File: src/rtl/axis_dma_packetizer.sv
// Frames a continuous AXI-Stream into DMA packets of a programmable beat count,
// with a registered output stage and a one-entry skid buffer for backpressure.
module axis_dma_packetizer #(
    parameter int DATA_W = 32,
    parameter int LEN_W  = 16
) (
    input  logic                ps_clk,
    input  logic                rst,
    input  logic                cfg_enable,
    input  logic [LEN_W-1:0]    cfg_pkt_len,
    input  logic [DATA_W-1:0]   s_axis_tdata,
    input  logic                s_axis_tvalid,
    output logic                s_axis_tready,
    output logic [DATA_W-1:0]   m_axis_tdata,
    output logic [DATA_W/8-1:0] m_axis_tkeep,
    output logic                m_axis_tlast,
    output logic                m_axis_tvalid,
    input  logic                m_axis_tready,
    output logic [31:0]         stat_pkt_count,
    output logic                busy
);

    localparam int KEEP_W = DATA_W / 8;

    typedef enum logic {
        ST_IDLE,
        ST_RUN
    } state_t;

    state_t             state_q, state_d;
    logic [LEN_W-1:0]   len_q, len_d;
    logic [LEN_W-1:0]   cnt_q, cnt_d;
    logic               tready_q, tready_d;
    logic               out_valid_q, out_valid_d;
    logic [DATA_W-1:0]  out_data_q, out_data_d;
    logic               out_last_q, out_last_d;
    logic               skid_valid_q, skid_valid_d;
    logic [DATA_W-1:0]  skid_data_q, skid_data_d;
    logic               skid_last_q, skid_last_d;
    logic [31:0]        stat_q, stat_d;

    logic               in_hs;
    logic               out_hs;
    logic               in_last;
    logic [LEN_W-1:0]   cfg_len_eff;

    // A programmed length of zero behaves as single-beat packets
    assign cfg_len_eff = (cfg_pkt_len == '0) ? LEN_W'(1) : cfg_pkt_len;
    assign in_hs       = s_axis_tvalid & tready_q;
    assign out_hs      = out_valid_q & m_axis_tready;
    assign in_last     = (cnt_q == (len_q - LEN_W'(1)));

    always_ff @(posedge ps_clk or negedge rst) begin
        if (!rst) begin
            state_q      <= ST_IDLE;
            len_q        <= LEN_W'(1);
            cnt_q        <= '0;
            tready_q     <= 1'b0;
            out_valid_q  <= 1'b0;
            out_data_q   <= '0;
            out_last_q   <= 1'b0;
            skid_valid_q <= 1'b0;
            skid_data_q  <= '0;
            skid_last_q  <= 1'b0;
            stat_q       <= '0;
        end else begin
            state_q      <= state_d;
            len_q        <= len_d;
            cnt_q        <= cnt_d;
            tready_q     <= tready_d;
            out_valid_q  <= out_valid_d;
            out_data_q   <= out_data_d;
            out_last_q   <= out_last_d;
            skid_valid_q <= skid_valid_d;
            skid_data_q  <= skid_data_d;
            skid_last_q  <= skid_last_d;
            stat_q       <= stat_d;
        end
    end

    // Packet framing: length is captured only when a packet is about to start,
    // and a packet already open always runs to completion even if disabled.
    always_comb begin
        state_d = state_q;
        len_d   = len_q;
        cnt_d   = cnt_q;
        case (state_q)
            ST_IDLE: begin
                if (cfg_enable) begin
                    state_d = ST_RUN;
                    len_d   = cfg_len_eff;
                    cnt_d   = '0;
                end
            end
            ST_RUN: begin
                if (in_hs) begin
                    if (in_last) begin
                        cnt_d = '0;
                        if (cfg_enable) begin
                            len_d = cfg_len_eff;
                        end else begin
                            state_d = ST_IDLE;
                        end
                    end else begin
                        cnt_d = cnt_q + LEN_W'(1);
                    end
                end
            end
            default: state_d = ST_IDLE;
        endcase
    end

    // Output register refills from the skid first so ordering is preserved;
    // a beat lands in the skid only when the output is full and stalled.
    always_comb begin
        out_valid_d  = out_valid_q;
        out_data_d   = out_data_q;
        out_last_d   = out_last_q;
        skid_valid_d = skid_valid_q;
        skid_data_d  = skid_data_q;
        skid_last_d  = skid_last_q;
        if (out_hs) begin
            if (skid_valid_q) begin
                out_data_d   = skid_data_q;
                out_last_d   = skid_last_q;
                skid_valid_d = 1'b0;
            end else if (in_hs) begin
                out_data_d   = s_axis_tdata;
                out_last_d   = in_last;
            end else begin
                out_valid_d  = 1'b0;
            end
        end else if (in_hs) begin
            if (!out_valid_q) begin
                out_valid_d  = 1'b1;
                out_data_d   = s_axis_tdata;
                out_last_d   = in_last;
            end else begin
                skid_valid_d = 1'b1;
                skid_data_d  = s_axis_tdata;
                skid_last_d  = in_last;
            end
        end
        tready_d = (state_d == ST_RUN) && !skid_valid_d;
        stat_d   = (out_hs && out_last_q) ? stat_q + 32'd1 : stat_q;
    end

    assign s_axis_tready  = tready_q;
    assign m_axis_tvalid  = out_valid_q;
    assign m_axis_tdata   = out_data_q;
    assign m_axis_tlast   = out_last_q;
    assign m_axis_tkeep   = {KEEP_W{out_valid_q}};
    assign stat_pkt_count = stat_q;
    assign busy           = (state_q != ST_IDLE) || out_valid_q || skid_valid_q;

endmodule

File: config.mk
export PLATFORM = sky130hd
export DESIGN_NAME = axis_dma_packetizer
export DESIGN_NICKNAME = d
export VERILOG_FILES = /design/src/rtl/axis_dma_packetizer.sv
export SDC_FILE = /design/constraint.sdc
export NUM_CORES = 1
export LEC_CHECK = 0
export ABC_CLOCK_PERIOD_IN_PS = 5600
export CAP_MARGIN = 20
export CORE_ASPECT_RATIO = 1.2
export CORE_MARGIN = 1.5
export CORE_UTILIZATION = 59
export CTS_BUF_LIST = sky130_fd_sc_hd__clkbuf_2 sky130_fd_sc_hd__clkbuf_4 sky130_fd_sc_hd__clkbuf_8
export DETAILED_ROUTE_END_ITERATION = 12
export PLACE_DENSITY = 0.95
export SLEW_MARGIN = 25
export SYNTH_ARGS = -nofsm -noshare
export SYNTH_HDL_FRONTEND = slang
export SYNTH_SLANG_ARGS = --single-unit
File: constraint.sdc
create_clock -name ps_clk -period 5.6 [get_ports ps_clk]
set_input_delay 1.68 -clock ps_clk [delete_from_list [all_inputs] [get_ports ps_clk]]
set_output_delay 1.68 -clock ps_clk [all_outputs]
set_load 0.03 [all_outputs]
Yosys cells after proc, flatten, opt, wreduce, memory -nomap -nowiden --
Index checks and enable logic that the tools add are counted.
Cells by class: shift operators 0, multiplexer cells 30, magnitude comparators 0, bitwise operators 4, $mul 0, div/mod/pow operators 0, add/subtract/negate cells 3, eq/ne operators 7, reductions and logical operators 13
Operator list (count):
- 32-bit two-way mux | 5
- 16-bit two-way mux | 7
- 16-bit case mux with 2 select lines | 2
- 32-bit by 1-bit adder with 32-bit output, second input constant | 1
- 16-bit by 1-bit adder with 16-bit output, second input constant | 1
- 16-bit equality test | 1
- 16-bit logical NOT | 1
- 16-bit by 1-bit subtractor with 16-bit output, second input constant | 1
- 1-bit two-way mux | 15
- 3-bit AND reduction | 3
- 2-bit by 1-bit inequality test with 1-bit output, second input constant | 3
- 2-bit inequality test, second input constant | 3
- 2-bit AND reduction | 2
- 2-bit nonzero test | 2
- 1-bit AND | 2
- 1-bit logical AND | 2
- 1-bit logical OR | 2
- 1-bit inverter | 2
- 1-bit case mux with 2 select lines | 1
- 1-bit logical NOT | 1
Storage, ports and cells: register bits 134, logic and storage cells 68, output and inout port bits 72, ROM bits 0, bits in latches 0, memory bits (writable) 0, bits of input ports 53, memories kept 0

Longest topological paths before layout --
depth after elaboration 6, depth in mapped cells 10, gate-level depth less buffers 8

Worst setup path after synthesis --
No wires, ideal clock.
path type input port to flip-flop, from input port s_axis_tvalid, to register len_q[10], cell stages on the path 8, library setup time 0.126 ns, slack 2.308 ns, arrival time 3.166 ns, data required time 5.474 ns, buffers on the path 2, cells stage by stage and2_1 > clkbuf_1 > inv_1 > nand2_1 > nand2_1 > clkbuf_1 > mux2i_1 > mux2i_1
On the way: longest elaborated chain between the ends 3
Ends and longest elaborated chain:
- start: declaration | RTL line 12 | input logic s_axis_tvalid,
- 1-bit AND | RTL line 49 | assign in_hs = s_axis_tvalid & tready_q;
- 2-bit by 1-bit inequality test with 1-bit output (no line)
- 2-bit AND reduction (no line)
- end signal: assignment | RTL line 68 | len_q <= len_d;
- end: declaration | RTL line 31 | logic [LEN_W-1:0] len_q, len_d;
No other way between the ends. A chain may end at the register's enable or synchronous reset.

Worst setup path in the final report --
from input port s_axis_tvalid, to register out_data_q[22], in the netlist m_axis_tdata[22]
On the way: longest elaborated chain between the ends 3, elaborated cells between the ends (all ways) 4, classes of those cells 1 x bitwise; 3 x reduce/logical
Ends and longest elaborated chain:
- 1-bit AND (*) | RTL line 49
- 2-bit nonzero test (no line)
- 3-bit AND reduction (no line) (*)
- end signal: assignment | RTL line 72 | out_data_q <= out_data_d;
- end: declaration | RTL line 35 | logic [DATA_W-1:0] out_data_q, out_data_d;
Every way passes the cells marked *; elsewhere a longest branch is shown, timed or not.

==> flow_metrics.tcl <==
set metrics [dict create \
    max-vdd-ir-drop_mv 0.385 \
    drv_cap 0 \
    ys_seq_area_share_pct 50.0 \
    die_width_um 100 \
    wire_length_of_the_first_global_routing_pass_mm 26.2 \
    synthesis.yosys.warnings 0 \
    report.final.setup_viol 0 \
    io-pin-count 125 \
    cts_hold_buf 0 \
    syn_area_um2 6710 \
    worst_margin_slew_ns 0.973 \
    crit_path_buffers_inverters 4 \
    unique_cell_type_count_in_the_yosys_netlist 56 \
    vias_per_cell 5.89 \
    slowest_stage_cell_crit_path "o221a_2" \
    clk_transition_reported_paths_ns 0.08 \
    hpwl_mm 11.3 \
    cts_post_setup_buffers_inserted 0 \
    number_of_global_route_vias_before_repair 5362 \
    detail-route-antenna-nets 0 \
    worst_hold_path_class "reg2reg" \
    die_h_um 120 \
    total_number_of_h_tree_levels 4 \
    synth.top_cells.by_count "dfrtp_1 (133), mux2i_1 (76), nor2_1 (54)" \
    syn_nets 671 \
    clock-sinks 134 \
    count_of_flip_flops_with_a_built_in_enable_after_synthesis 0 \
    antenna_violations_before_repair 0 \
    placeableCoreArea_um2 11000 \
    cts-resized-gates 0 \
    min_period_over_period_pct 68.0 \
    largest_net_degree_at_the_start_of_global_routing 66 \
    tns_ns 0 \
    grt_overflow 0 \
    pint_w 0.00230 \
    floorplan.die_area_um2 12000 \
    clkPwrFrac_pct 21.6 \
    num_vias 5131 \
    route.detailed.wl_per_inst_um 18.3 \
    power.density_cell_area_nw_per_um2 439 \
    worst-path-max-fanout 43 \
    ys_dominant_reg_cell "dfrtp_1" \
    clockRootBuffer "clkbuf_8" \
    cp-start-kind "input pin" \
    detailedRoute.firstPassIterationCount 4 \
    synth.ff_latch_count 134 \
    cts_buffer_depth 2 \
    worst_path_cell_trace "clkdlybuf4s50_1, and2_1, inv_1, ha_1, inv_1, o221a_2, buf_4, nor2_1, a21oi_1" \
    max_incr_delay_on_cp_ns 0.71 \
    dr_wl_met2_mm 8.36 \
    placed_cells_incl_taps 839 \
    rsz0062_at_grt "no" \
    swShare_pct 37.6 \
    slew_viol_final 0 \
    drt_first_iter_violations 265 \
    post_synth_inst_count 614 \
    fmax_mhz 262 \
    synth_async_sr_flop_share_pct 100 \
    cts_inserted_buffers 17 \
    std_cell_rows 42 \
    netlist.area_leader.share_pct 49.6 \
    cpLargestDelayFamily "buffers and inverters" \
    critPathRequiredTime_ns 5.98 \
    synth.most_common_cell "dfrtp_1" \
    grt_usage_pct 28.0 \
    globalplace.congestion 0.851 \
    route.top_layer_used "met4" \
    synth_area_leader_cell "dfrtp_1" \
    routed-wl-met3_um 931 \
    timing.slew.headroom_pct 34.9 \
    buffer_ports.inserted 124 \
    number_of_diodes_added_for_antenna_fixing 0 \
    setup.worst_path.end_class "flop" \
    clock_tree_from_tritoncts "yes" \
    crit_top_cell "inv_1" \
    share_of_final_layout_standard_cells_stronger_than_drive_strength_1_pct 11.4 \
    worst_ep_arrival_time_ns 4.19 \
    worst_clock_skew_ns 0.00838 \
    layout.nets 783 \
    effective_utilization_at_floorplan_pct 60.8 \
    drt-total-wl_mm 16.0 \
    clock_latency_ns 0.46 \
    synth.top_cells.by_area "dfrtp_1 (50%), mux2i_1 (11%), mux2_2 (5.7%), xnor2_1 (5.0%), a21oi_1 (3.4%)" \
    net_sw_power_w 0.00138 \
    final-seq-area_um2 3350 \
    total_leakage_power_nw 3.70 \
    area.growth.synth_to_final_pct 24.9 \
    remaining_drc_errors 0 \
    multiInputGateArea_um2 3140 \
    comb_power_share_pct 37.7 \
    power.share.sequential_pct 40.7 \
    outcome "complete, no violations" \
    final_period_minus_worst_setup_slack_ns 3.81 \
    syn-mean-instance-area_um2 10.9 \
    timing.final.hold_violations 0 \
    n_fill_cell 664 \
    totalPowerFinal_w 0.00368 \
    m1WireLength_mm 6.23 \
    worstSetupPathType "in2reg" \
    final-instance-count-excl-fill 871 \
]
-- per-layer routing --
metal / vias to the layer above / GRT usage, %
met5: - / 0
met3: 37 / 7.75
met1: 2512 / 32.5
met4: 0 / 12.9
li1: 2420 / -
met2: 162 / 48.0
-- logic make-up after synthesis --
kind of cell	Yosys count	synth area share, %
XOR/XNOR	60	7.83
buffers and inverters	49	3.56
adder cells (fa/ha/maj)	4	0.746
multiplexers	110	17.0
flip-flops	134	50.0
AO/OA/AOI/OAI	86	7.79
AND/OR/NAND/NOR	171	13.1
-- final cells by class --
cell class / instances / share of cell area, %
clock buffers: 19 / 3.12
inverters: 11 / 0.493
repair buffers: 131 / 15.4
clock inverters: 13 / 1.55
well taps: 132 / 1.97
flip-flops and latches: 134 / 40.0
multi-input cells: 431 / 37.4
-- worst register-to-register path, delay by kind of cell (launching register included) --
| family | cells | cell delay [ns] |
|---|---|---|
| AND/OR/NAND/NOR | 3 | 1.30 |
| multiplexers | 1 | 0.23 |
| AO/OA/AOI/OAI | 2 | 0.59 |
| adder cells (fa/ha/maj) | 1 | 0.26 |
| flip-flops | 1 | 0.41 |
| buffers and inverters | 2 | 0.44 |
-- per-stage QoR --
step	hold WS (ns)	cell area, um^2	setup slack, ns	utilization (%)
CTS	0.486	8380	1.84	75.9
detailed placement	0.471	7980	1.38	72.3
global placement	0.459	7980	1.50	72.3
finish	0.487	8380	1.79	75.9
global route	0.498	8380	1.59	75.9
floorplan	0.479	6710	2.31	-
-- final timing paths --
| path | start | end | slack, ns | depth (start not counted) |
|---|---|---|---|---|
| max | s_axis_tvalid | m_axis_tdata[22] | 1.79 | 9 |
| min | stat_pkt_count[31] | stat_pkt_count[31] | 0.49 | 1 |
| max reg2reg | len_q[1] | len_q[13] | 2.28 | 9 |
| min reg2reg | stat_pkt_count[31] | stat_pkt_count[31] | 0.49 | 1 |
| max in group asynchronous | rst | m_axis_tdata[17] | 3.11 | 2 |
| min in group asynchronous | rst | len_q[12] | 1.30 | 1 |
-- state kept, by name (all words and copies together), names as in the netlist --
| register | count |
|---|---|
| stat_pkt_count | 32 |
| skid_last_q | 1 |
| m_axis_tdata | 32 |
| m_axis_tlast | 1 |
| s_axis_tready | 1 |
| cnt_q | 16 |
| len_q | 16 |
| state_q | 1 |
| skid_data_q | 32 |
| skid_valid_q | 1 |
| m_axis_tvalid | 1 |
-- cell usage in the layout, fill, tap and decap left out, types with 2 or more instances in the layout --
cell type,Yosys,final
dfrtp_1,133,133
clkdlybuf4s50_1,0,123
mux2i_1,76,76
nor2_1,54,54
a21oi_1,45,45
xnor2_1,38,38
mux2_2,34,34
nand2_1,32,31
xor2_1,22,22
clkbuf_8,0,19
nand3_1,15,15
nand4_1,14,14
a211oi_1,12,12
inv_1,11,11
and3_1,11,11
buf_4,6,8
o21ai_0,7,7
and4_1,7,7
or3_1,6,6
nor3_1,6,6
nor4_1,6,6
clkinv_2,0,6
and2_1,4,4
o21ai_1,4,4
ha_1,4,4
o211ai_1,3,3
clkinvlp_4,0,3
a21boi_0,2,2
or4_1,2,2
nand2b_1,2,2
nand3b_1,2,2
bufinv_16,0,2
-- power by group through the flow --
stage / clock network (W) / logic (W) / registers, W
floorplan: 0 / 0.000675 / 0.00169
global placement: 0 / 0.00133 / 0.00148
detailed placement: 0 / 0.00138 / 0.00150
CTS: 0.000803 / 0.00139 / 0.00149
global route: 0.000843 / 0.00150 / 0.00153
finish: 0.000794 / 0.00139 / 0.00150
No activity file was read; power rests on OpenSTA's default activity.
